<file path="config.mk">
export PLATFORM = sky130hd
export DESIGN_NAME = ibex_register_file_init
export DESIGN_NICKNAME = d
export VERILOG_FILES = /design/src/rtl/ibex_register_file_init.sv
export SDC_FILE = /design/constraint.sdc
export NUM_CORES = 1
export LEC_CHECK = 0
export ABC_AREA = 1
export BUFFER_PORTS_ARGS = -buffer_cell sky130_fd_sc_hd__buf_2
export CORE_UTILIZATION = 29
export DETAILED_ROUTE_END_ITERATION = 12
export PLACE_DENSITY = 0.76
export SLEW_MARGIN = 20
export SYNTH_ARGS = -nofsm -noshare
export SYNTH_HDL_FRONTEND = slang
export SYNTH_SLANG_ARGS = --single-unit
export TNS_END_PERCENT = 5
</file>
<file path="constraint.sdc">
create_clock -name clk_i -period 1.4 [get_ports clk_i]
set_input_delay 0.28 -clock clk_i [delete_from_list [all_inputs] [get_ports clk_i]]
set_output_delay 0.28 -clock clk_i [all_outputs]
set_load 0.02 [all_outputs]
</file>
<file path="src/rtl/ibex_register_file_init.sv">
// Register file initialisation engine: fills words 1..N-1 with a fixed value,
// optionally reads them back, then hands the register file ports to the core.
module ibex_register_file_init #(
    parameter bit                   RV32E         = 1'b0,
    parameter int unsigned          DataWidth     = 32,
    parameter logic [DataWidth-1:0] WordZeroVal   = '0,
    parameter bit                   ReadbackCheck = 1'b1
) (
    input  logic                 clk_i,
    input  logic                 rst_ni,
    input  logic                 start_i,

    input  logic [4:0]           core_waddr_i,
    input  logic [DataWidth-1:0] core_wdata_i,
    input  logic                 core_we_i,
    input  logic [4:0]           core_raddr_a_i,

    output logic [4:0]           rf_waddr_o,
    output logic [DataWidth-1:0] rf_wdata_o,
    output logic                 rf_we_o,
    output logic [4:0]           rf_raddr_a_o,
    input  logic [DataWidth-1:0] rf_rdata_a_i,

    output logic                 busy_o,
    output logic                 done_o,
    output logic                 err_o
);

    localparam int unsigned     NUM_WORDS = RV32E ? 16 : 32;
    localparam int unsigned     CNT_W     = 5;
    localparam logic [CNT_W-1:0] FIRST_ADDR = CNT_W'(1);
    localparam logic [CNT_W-1:0] LAST_ADDR  = CNT_W'(NUM_WORDS - 1);

    typedef enum logic [1:0] {
        INIT  = 2'd0,
        FILL  = 2'd1,
        CHECK = 2'd2,
        IDLE  = 2'd3
    } state_e;

    state_e           state_q, state_d;
    logic [CNT_W-1:0] cnt_q, cnt_d;
    logic             done_q, done_d;
    logic             err_q, err_d;

    // State, address counter and sticky status flags
    always_ff @(posedge clk_i or negedge rst_ni) begin
        if (!rst_ni) begin
            state_q <= INIT;
            cnt_q   <= FIRST_ADDR;
            done_q  <= 1'b0;
            err_q   <= 1'b0;
        end else begin
            state_q <= state_d;
            cnt_q   <= cnt_d;
            done_q  <= done_d;
            err_q   <= err_d;
        end
    end

    // Next state and port muxing; the core path is the default routing
    always_comb begin
        state_d      = state_q;
        cnt_d        = cnt_q;
        done_d       = done_q;
        err_d        = err_q;
        rf_waddr_o   = core_waddr_i;
        rf_wdata_o   = core_wdata_i;
        rf_we_o      = 1'b0;
        rf_raddr_a_o = core_raddr_a_i;
        busy_o       = 1'b1;

        // A core write while the engine owns the ports is dropped and flagged
        if ((state_q != IDLE) && core_we_i) begin
            err_d = 1'b1;
        end

        unique case (state_q)
            INIT: begin
                state_d = FILL;
                cnt_d   = FIRST_ADDR;
            end
            FILL: begin
                rf_we_o    = 1'b1;
                rf_waddr_o = cnt_q;
                rf_wdata_o = WordZeroVal;
                if (cnt_q == LAST_ADDR) begin
                    cnt_d = FIRST_ADDR;
                    if (ReadbackCheck) begin
                        state_d = CHECK;
                    end else begin
                        state_d = IDLE;
                        done_d  = 1'b1;
                    end
                end else begin
                    cnt_d = cnt_q + CNT_W'(1);
                end
            end
            CHECK: begin
                rf_raddr_a_o = cnt_q;
                if (rf_rdata_a_i != WordZeroVal) begin
                    err_d = 1'b1;
                end
                if (cnt_q == LAST_ADDR) begin
                    cnt_d   = FIRST_ADDR;
                    state_d = IDLE;
                    done_d  = 1'b1;
                end else begin
                    cnt_d = cnt_q + CNT_W'(1);
                end
            end
            IDLE: begin
                busy_o  = 1'b0;
                rf_we_o = core_we_i;
                if (start_i) begin
                    state_d = INIT;
                    cnt_d   = FIRST_ADDR;
                    done_d  = 1'b0;
                    err_d   = 1'b0;
                end
            end
            default: begin
                state_d = INIT;
                cnt_d   = FIRST_ADDR;
            end
        endcase
    end

    assign done_o = done_q;
    assign err_o  = err_q;

endmodule

</file>
# Word-level counts from Yosys, hierarchy flattened
# Cells that the tools add are included.
[word_totals]
regBits = 9
inputBits = 78
out_inout_bits = 46
word_cells = 39
[classes]
n_addsub = 1
eq_ne = 8
mux = 19
n_reduce_logical = 7
[op_table]
columns = ["operator", "count"]
rows = [
  ["$mux 32", 1],
  ["$reduce_bool 32->1", 1],
  ["$mux 5", 4],
  ["$pmux 5 s3", 1],
  ["$ne 2x2->1 const B", 4],
  ["$pmux 2 s4", 1],
  ["$mux 1", 6],
  ["$mux 2", 3],
  ["$pmux 1 s2", 3],
  ["$reduce_and 3->1", 2],
  ["$add 5x1->5 const B", 1],
  ["$eq 5x5->1 const B", 1],
  ["$eq 2x2->1 const B", 2],
  ["$eq 2x1->1 const B", 1],
  ["$logic_not 2->1", 1],
  ["$reduce_bool 2->1", 1],
  ["$reduce_or 2->1", 1],
  ["$logic_and 1x1->1", 1],
]

# Logic depth before layout (Yosys ltp)
# Gate-level depths: netlist of run 1.
[logic_depth]
word_depth = 5
ltp_mapped = 10
ltp_nobuf = 10

# Worst setup path before layout of run 1
# OpenSTA, ideal clock, no wires.
[synth_timing]
path_kind = "reg2out"
from = "register state_q[1]"
to = "output port rf_waddr_o[0]"
t_arrival_ps = 1421
required_ps = 1120
slack_ps = -301
path_stages_with_launch = 7
path_buffers = 2
cell_sequence = "dfrtp_1 inv_1 ha_1 buf_2 inv_1 buf_2 o21ai_0"
[synth_via]
elab_chain_cells = 2
[synth_rtl]
columns = ["element", "line", "source"]
rows = [
  ["start: declaration", "41", "state_e state_q, state_d;"],
  ["start signal: assignment", "54", "state_q <= state_d;"],
  ["$eq 2x1->1", "78", "unique case (state_q)"],
  ["$mux 5", "78", ""],
  ["end: declaration", "18", "output logic [4:0] rf_waddr_o,"],
]
# Every way passes these cells.

# Worst setup path after layout of run 1
[layout_timing]
from = "register state_q[1]"
to = "output port rf_raddr_a_o[3]"
[layout_via]
elab_chain_cells = 2
[layout_rtl]
columns = ["element", "line", "source"]
rows = [
  ["$eq 2x2->1", "78", ""],
  ["$mux 5", "78", ""],
  ["end: declaration", "21", "output logic [4:0] rf_raddr_a_o,"],
]
# Every way passes these cells.

==> results by stage, run 1 <==
Outcome:
- The checks that failed: DRC, setup timing.
- The run finished, with violations left.

Final layout:
- The commonest non-fill, non-tap cell in the layout is sky130_fd_sc_hd__buf_2.
- The area of the multi-input gates is 761 um2.
- The area overhead of the layout relative to synthesis is 119%.
- The post-layout net count is 412.
- The number of fill cells is 289.
- The top cell types in the final layout, fill and taps aside, are sky130_fd_sc_hd__buf_2 (85), sky130_fd_sc_hd__nor2_1 (51), sky130_fd_sc_hd__inv_1 (40).
- The finished layout holds 373 standard cells, fillers aside.
- Summing all flip-flop and latch instances after layout gives 228 um2.
- The layout cell share with drive strength beyond 1 is 56.6%.
- The summed area of non-filler cells in the final layout is 0.00220 mm2.
- The number of antenna diodes in the final layout is 0.

Placed design:
- OpenSTA, run right after detailed placement, puts the worst setup slack at -217 ps.
- At the end of routability-driven placement, the weighted congestion stood at 0.764.
- The number of I/O port buffers is 123.
- The estimated wirelength of the detail-placed design is 2690 um.
- In this run the cell area measured after placement is 0.00178 mm2.
- The placed instance count is 361.

STA:
- The final count of hold timing violations is 0.
- The clock arrives with 5.19 ps of skew.
- The final number of setup-violating endpoints is 52.
- Across all hold checks on the routed design, the worst slack comes to 338 ps.
- The maximum frequency from static timing analysis is 555 MHz.
- The minimum clock period is 1800 ps.
- The post-route worst setup slack is -401 ps.
- Setup repair after global routing could not meet its margin everywhere.
- The max-slew violation count is 0.
- The slew at the pin closest to its max-slew limit is 245 ps.
- Measured against its own limit, the worst slew margin works out to 83.7%.
- The fraction of the cycle the final worst path needs is 129%.

CTS:
- The CTS tree is yes.
- The clock passes through at most 2 buffers.
- The TritonCTS buffer count is 3.
- The clock root buffer is sky130_fd_sc_hd__clkbuf_4.
- The total clock sinks is 9.
- In this run the number of H-tree levels came out at 1.
- The clock slew at the register clock pins of the worst setup and hold paths is 70 ps.
- The clock insertion delay at the later pin of the skew report is 270 ps.

Detailed routing:
- The post-detailed-route DRC marker count is 2.
- The total met3 wirelength after detailed routing is 319 um.
- Detailed routing placed a total of 2380 um of wire on met2.
- The total wire length after detailed routing is 4450 um.
- The detailed-route vias per instance is 4.40.
- For this block, wires on met1 add up to 1680 um.
- The detail-routed net length per standard cell is 11.9 um.
- The via count of the routed design is 1,640.
- Before antenna repair, the detailed router went through 8 iterations.
- Once detail routing completed, the nets flagged for antenna violations numbered 0.
- The highest layer used for signal routing is met4.
- In this run, the number of DRC markers left after iteration 0 of detailed routing was 76.

Synth:
- The post-synthesis cell area is 0.00101 mm2.
- The number of distinct library cells after synthesis is 18.
- The total number of yosys warnings is 0.
- The share of the synthesized area in the top cell type is 23.5%.
- Synthesis produced a netlist whose cell count is 186.
- The proportion of synthesized chip area in sequential cells is 22.5%.
- In this run the mean area of a mapped cell was 5.42 um2.
- The synthesized design spends more area on one cell type than any other, namely sky130_fd_sc_hd__nor2_1.
- The flop and latch count out of synthesis is 9.
- The synthesized net count is 270.
- By area the synthesized netlist is led by sky130_fd_sc_hd__nor2_1 (23%), sky130_fd_sc_hd__dfrtp_1 (20%), sky130_fd_sc_hd__inv_1 (16%).

Worst setup path:
- The kind of critical path is reg -> out.
- The worst setup path is launched from a flip-flop.
- In this run the worst path has a maximum fanout of 7.
- The worst setup path is captured at a primary output.
- The data required time of the worst path is 1120 ps.
- Data on the critical path arrives at its endpoint at 1520 ps.

Power:
- The total power draw is 834 uW.
- The power density of the placed cells is 379 mW/mm2.
- The net switching power is 281 uW.
- The sequential share of power is 31.2%.
- The total leakage power is 0.00128 uW.
- The share of total power dissipated in the clock network is 25.1%.
- Of the total power, the share spent switching nets is 33.7%.
- The share of total power dissipated in combinational logic is 43.7%.
- The peak supply drop is 0.221 mV.
- The internal power consumption is 553 uW.

Global route:
- The total global routing overflow is 0.
- The number of antenna violations at the first check in global routing is 0.
- The number of global-route vias before repair is 1,153.
- The wire length of the first global-routing pass is 4580 um.
- The maximum number of pins on one net before global-route repair is 28.
- For this run, the total global-route usage over all layers was measured as 16.6%.

Worst hold path:
- The tightest min-delay check is of the in -> reg type.

Floorplan:
- For this design the top-level I/O count stands at 124.
- The core region is 0.00334 mm2.
- The die covers 0.00371 mm2.
- The floorplan has 21 rows.
- Measured along the x axis, the die boundary spans 60.9 um.
- The die span in y is 60.9 um.
- The starting utilization of the core area is 30.2%.

Run:
- Across the run, the number of max-cap violations was 0.
## flip-flops by register name, indices dropped and copies added, names as in the netlist
| signal | count |
|---|---|
| cnt_q | 5 |
| state_q | 2 |
| done_o | 1 |
| err_o | 1 |
## power by group through the flow
stage	registers, uW	clock network, uW	logic (uW)
after floorplan	265	0	135
after CTS	260	216	312
final	260	210	365
after detailed placement	265	0	297
after global placement	265	0	292
after global routing	260	225	393
## routing by layer
layer / global-route usage [%] / up-vias
li1: - / 830
met5: 0 / -
met1: 17.6 / 717
met2: 33.4 / 85
met4: 5.84 / 0
met3: 1.49 / 8
## area by class of cell
class / count / share of cell area [%]
Clock buffer: 4 / 1.19
Inverter: 45 / 7.90
Multi-Input combinational cell: 126 / 34.6
Sequential cell: 9 / 10.3
Tap cell: 46 / 2.62
Timing Repair Buffer: 142 / 43.0
Timing Repair inverter: 1 / 0.341
## Yosys cell counts
cell type                  number
sky130_fd_sc_hd__o21ai_1        3
sky130_fd_sc_hd__dfstp_2        1
sky130_fd_sc_hd__inv_4          1
sky130_fd_sc_hd__inv_2          1
sky130_fd_sc_hd__ha_1           6
sky130_fd_sc_hd__a21oi_2        1
sky130_fd_sc_hd__nand2_4        1
sky130_fd_sc_hd__inv_1         43
sky130_fd_sc_hd__o211ai_1       1
sky130_fd_sc_hd__nor3_1         1
sky130_fd_sc_hd__dfrtp_1        8
sky130_fd_sc_hd__nor2_1        63
sky130_fd_sc_hd__buf_2          6
sky130_fd_sc_hd__nand3_1        4
sky130_fd_sc_hd__o21ai_0       10
sky130_fd_sc_hd__nand2_1       26
sky130_fd_sc_hd__nor2_2         2
sky130_fd_sc_hd__a21oi_1        8
## path summary, 6_finish.rpt
check | startpoint | end | slack [ps] | cells after the start
max | state_q[1]$_DFFE_PN0P_ | rf_raddr_a_o[3] | -400 | 6
min | start_i | err_o$_DFF_PN0_ | 340 | 4
max reg2reg | cnt_q[0]$_DFFE_PN1P_ | state_q[0]$_DFFE_PN0P_ | -210 | 10
min reg2reg | done_o$_DFFE_PN0P_ | done_o$_DFFE_PN0P_ | 500 | 2
max in group asynchronous | rst_ni | cnt_q[0]$_DFFE_PN1P_ | 720 | 2
min in group asynchronous | rst_ni | state_q[1]$_DFFE_PN0P_ | 420 | 2
## what timing repair did
action / in CTS / in global routing
gates cloned: 1 / 0
gates resized for setup: 26 / 75
setup endpoints to repair: 51 / 53
hold buffers: 1 / 0
buffers inserted: 3 / 3
endpoints found under the hold margin: 8 / 0
pin swaps: 1 / 11
## cells by family (layout without fill, tap and decap cells)
kind of cell	after synthesis	in the layout	share of synthesized area, %
AND/OR/NAND/NOR	97	97	38.0
buffers and inverters	51	192	20.0
flip-flops	9	9	22.5
adder cells (fa/ha/maj)	6	6	7.45
AO/OA/AOI/OAI	23	23	12.1
## metrics by stage
stage | setup TNS [ps] | util [%]
floorplan | -2570 | -
global placement | -2440 | 53.4
detailed placement | -3910 | 53.4
CTS | -11460 | 57.8
global route | -15400 | 66.0
finish | -12350 | 66.0
## critical path, cell delays in order (launching register included)
cell	delay (ps)
sky130_fd_sc_hd__dfrtp_1	410
sky130_fd_sc_hd__buf_6	130
sky130_fd_sc_hd__buf_6	110
sky130_fd_sc_hd__ha_4	190
sky130_fd_sc_hd__buf_8	150
sky130_fd_sc_hd__a21oi_4	130
sky130_fd_sc_hd__buf_6	130
Note: power is estimated with default switching activity, not from simulation.
==> run 2: changes to the inputs <==
CORE_ASPECT_RATIO = 1.5   (was default)
==> run 2 against run 1 <==
  * The flow finishes with violations (setup timing)
  * Highest routed layer unchanged
  * Sequential power is essentially flat
  * Largest power group unchanged
  * Worst hold slack gained 37 ps
  * Design area shrank 2.2%
  * Sequential cell count is the same
  * Maximum frequency grew 7.2%
  * Largest cell class unchanged
  * Clock skew shrank 3.6 ps
  * Critical path type unchanged
  * Power grew 10%
==> results by stage, run 2 (synthesis gave the netlist of run 1 again) <==
Outcome:
- Status: complete, but fails checks (unchanged).
- Failing checks: setup timing (was DRC, setup timing).

Worst setup path:
- The logic depth of the worst register-to-register path is 10 (unchanged).
- The maximum fanout along the worst path came to 6 (was 7).
- The data required time of the worst path is 1120 ps (about the same).
- The kind of critical path is reg -> out (unchanged).
- The reg-to-reg endpoint is state_q[0]$_DFFE_PN0P_ (unchanged).
- The nature of the critical path startpoint was a flip-flop (unchanged).
- The highest cell delay on the worst timing path was 420 ps (was 410 ps).
- The arrival time of the worst setup path came to 1400 ps (was 1520 ps).
- Critical Path, Cell by Cell: inv_2 -> ha_4 -> clkinvlp_4 -> o21ai_2 -> buf_6 (was buf_6 -> buf_6 -> ha_4 -> buf_8 -> a21oi_4 -> buf_6).
- The element type at the critical path end is a primary output (unchanged).
- The slack of the worst reg-to-reg path is -250 ps (was -210 ps).
- The slowest cell on the critical path was sky130_fd_sc_hd__dfrtp_1 (unchanged).
- The launch point of the worst path is state_q[1]$_DFFE_PN0P_ (unchanged).
- The worst reg2reg path startpoint is cnt_q[0]$_DFFE_PN1P_ (unchanged).

STA:
- The max-slew violation count is 0 (unchanged).
- The accumulated negative setup slack is -10,650 ps (was -12,350 ps).
- The final number of setup-violating endpoints came to 51 (was 52).
- The minimum clock period is 1680 ps (was 1800 ps).
- The worst hold slack across all endpoints was 375 ps (was 338 ps).
- The worst clock skew was 1.58 ps (was 5.19 ps).
- The max-slew headroom at the worst pin is 85.5% (was 83.7%).
- The maximum frequency from static timing analysis is 595 MHz (was 555 MHz).
- The final count of hold timing violations is 0 (unchanged).
- Setup repair after global routing missed its margin: yes (unchanged).
- The slew at the pin closest to its max-slew limit came to 217 ps (was 245 ps).
- The fraction of the cycle the final worst path needs is 120% (was 129%).
- The post-route worst setup slack was -280 ps (was -401 ps).

Placed design:
- The routability congestion estimate from global placement is 0.737 (was 0.764).
- The estimated wirelength of the detail-placed design is 2790 um (was 2690 um).
- The setup slack at placement is -225 ps (was -217 ps).
- The number of I/O port buffers is 123 (unchanged).
- The placed instance count is 354 (was 361).

CTS:
- The total clock sinks is 9 (unchanged).
- The clock slew at the register clock pins of the worst setup and hold paths is 50 ps (was 70 ps).
- The TritonCTS buffer count is 3 (unchanged).
- The clock root buffer is sky130_fd_sc_hd__clkbuf_8 (was sky130_fd_sc_hd__clkbuf_4).
- The total number of H-tree levels is 1 (unchanged).
- The CTS tree is yes (unchanged).
- The buffer levels on the longest clock path is 2 (unchanged).
- The clock insertion delay at the later pin of the skew report is 230 ps (was 270 ps).

Final layout:
- The flip-flop count of the largest register, all copies and words added is 5 (unchanged).
- The commonest non-fill, non-tap cell in the layout is sky130_fd_sc_hd__buf_2 (unchanged).
- The post-layout net count is 411 (was 412).
- Registers with the most flip-flops: cnt_q: 5 flops, state_q: 2 flops (unchanged).
- The area overhead of the layout relative to synthesis is 114% (was 119%).
- The number of diodes was 0 (unchanged).
- The layout cell share with drive strength beyond 1 is 55.8% (was 56.6%).
- The non-filler instance count after layout is 366 (was 373).
- The most flop-heavy register is cnt_q (unchanged).
- Commonest cells after routing, fill and taps aside: sky130_fd_sc_hd__buf_2 (79), sky130_fd_sc_hd__nor2_1 (57), sky130_fd_sc_hd__buf_4 (48) (was sky130_fd_sc_hd__buf_2 (85), sky130_fd_sc_hd__nor2_1 (51), sky130_fd_sc_hd__inv_1 (40)).

Worst hold path:
- The class of the tightest hold or removal check was in -> reg (unchanged).
- The endpoint with the worst hold slack is err_o$_DFF_PN0_ (unchanged).
- The worst hold path cell count is 4 (unchanged).
- The startpoint of the tightest hold check path was start_i (unchanged).

Floorplan:
- The site row count is 25 (was 21).
- The starting utilization of the core area is 31.3% (was 30.2%).
- The die extent in x is 50.1 um (was 60.9 um).
- The die span in y is 74.2 um (was 60.9 um).
- The count of pins on the block boundary is 124 (unchanged).
- The core region area is 0.00322 mm2 (was 0.00334 mm2).
- The floorplan die area is 0.00372 mm2 (was 0.00371 mm2).

Global route:
- The number of antenna violations at the first check in global routing is 0 (unchanged).
- The maximum number of pins on one net before global-route repair is 33 (was 28).
- The total global routing overflow came to 0 (unchanged).
- The total routing resource utilization after global routing is 19.2% (was 16.6%).
- The wire length of the first global-routing pass was 5590 um (was 4580 um).
- The number of global-route vias before repair is 1,429 (was 1,153).

Run:
- The number of maximum-capacitance violations came to 0 (unchanged).

Power:
- The total leakage power is 0.00128 uW (about the same).
- The peak supply drop is 0.497 mV (was 0.221 mV).
- The power density of the placed cells came to 427 mW/mm2 (was 379 mW/mm2).

Detailed routing:
- The post-detailed-route count of antenna-violating nets is 0 (unchanged).
- The post-detailed-route DRC marker count is 0 (was 2).
- The via count of the routed design is 1,650 (was 1,640).
- The detailed-route vias per instance was 4.51 (was 4.40).
- The total wire length after detailed routing is 3980 um (was 4450 um).
- The first-pass iteration count of the detailed router came to 4 (was 8).
- The count of routing violations after the opening detailed-route iteration is 20 (was 76).
- The detail-routed net length per standard cell is 10.9 um (was 11.9 um).
## run 2: worst max-delay path by stage
stage,end,slack [ps],cells past startpoint
after floorplan,state_q[0]$_DFFE_PN0P_,-110,10
after global placement,state_q[0]$_DFFE_PN0P_,-150,10
after detailed placement,state_q[0]$_DFFE_PN0P_,-230,10
after CTS,rf_raddr_a_o[4],-270,6
after global routing,state_q[0]$_DFFE_PN0P_,-370,10
final,rf_waddr_o[4],-280,5
## run 2: critical path, delay by kind of cell, from the launching register on
kind | cells | cell delay, ps
buffers and inverters | 3 | 410
adders and majority gates | 1 | 170
DFF | 1 | 420
AOI/OAI and AO/OA | 1 | 170
## run 2: final cells by class
cell class | count | area [um2]
timing repair buffer | 141 | 930
timing repair inverter | 1 | 7.51
clock buffer | 4 | 45.0
inverter | 45 | 179
multi-input combinational | 126 | 714
sequential | 9 | 228
fill | 280 | 1070
tap | 40 | 50.0
## run 2: routing by layer
layer  up-vias  GRT usage [%]  wire (um)
li1        825              -          -
met1       722           17.0       1380
met5         -              0          0
met4         0           7.30         72
met2        95           40.6       2220
met3         8           3.68        309
## run 2: repair_timing
| action | CTS | global route |
|---|---|---|
| gates cloned | 1 | 0 |
| pin swaps | 5 | 10 |
| buffers inserted | 3 | 3 |
| hold buffers | 1 | 0 |
| resized for setup | 44 | 44 |
| endpoints found under the hold margin | 8 | 0 |
| endpoints found under the setup margin | 50 | 52 |
## run 2: metrics by stage
step | instance area (um2) | utilization [%] | total power [uW]
finish | 2150 | 66.8 | 919
global route | 2150 | 66.8 | 965
detailed placement | 1790 | 55.6 | 563
global placement | 1790 | 55.6 | 558
CTS | 2010 | 62.4 | 892
floorplan | 1050 | - | 400
## run 2: power breakdown
group / leakage [uW] / internal (uW) / total, uW / switching [uW]
clock network: 0.0000228 / 199 / 310 / 110
registers: 0.000100 / 261 / 261 / 0
logic: 0.00116 / 178 / 348 / 170
total: 0.00128 / 638 / 919 / 281
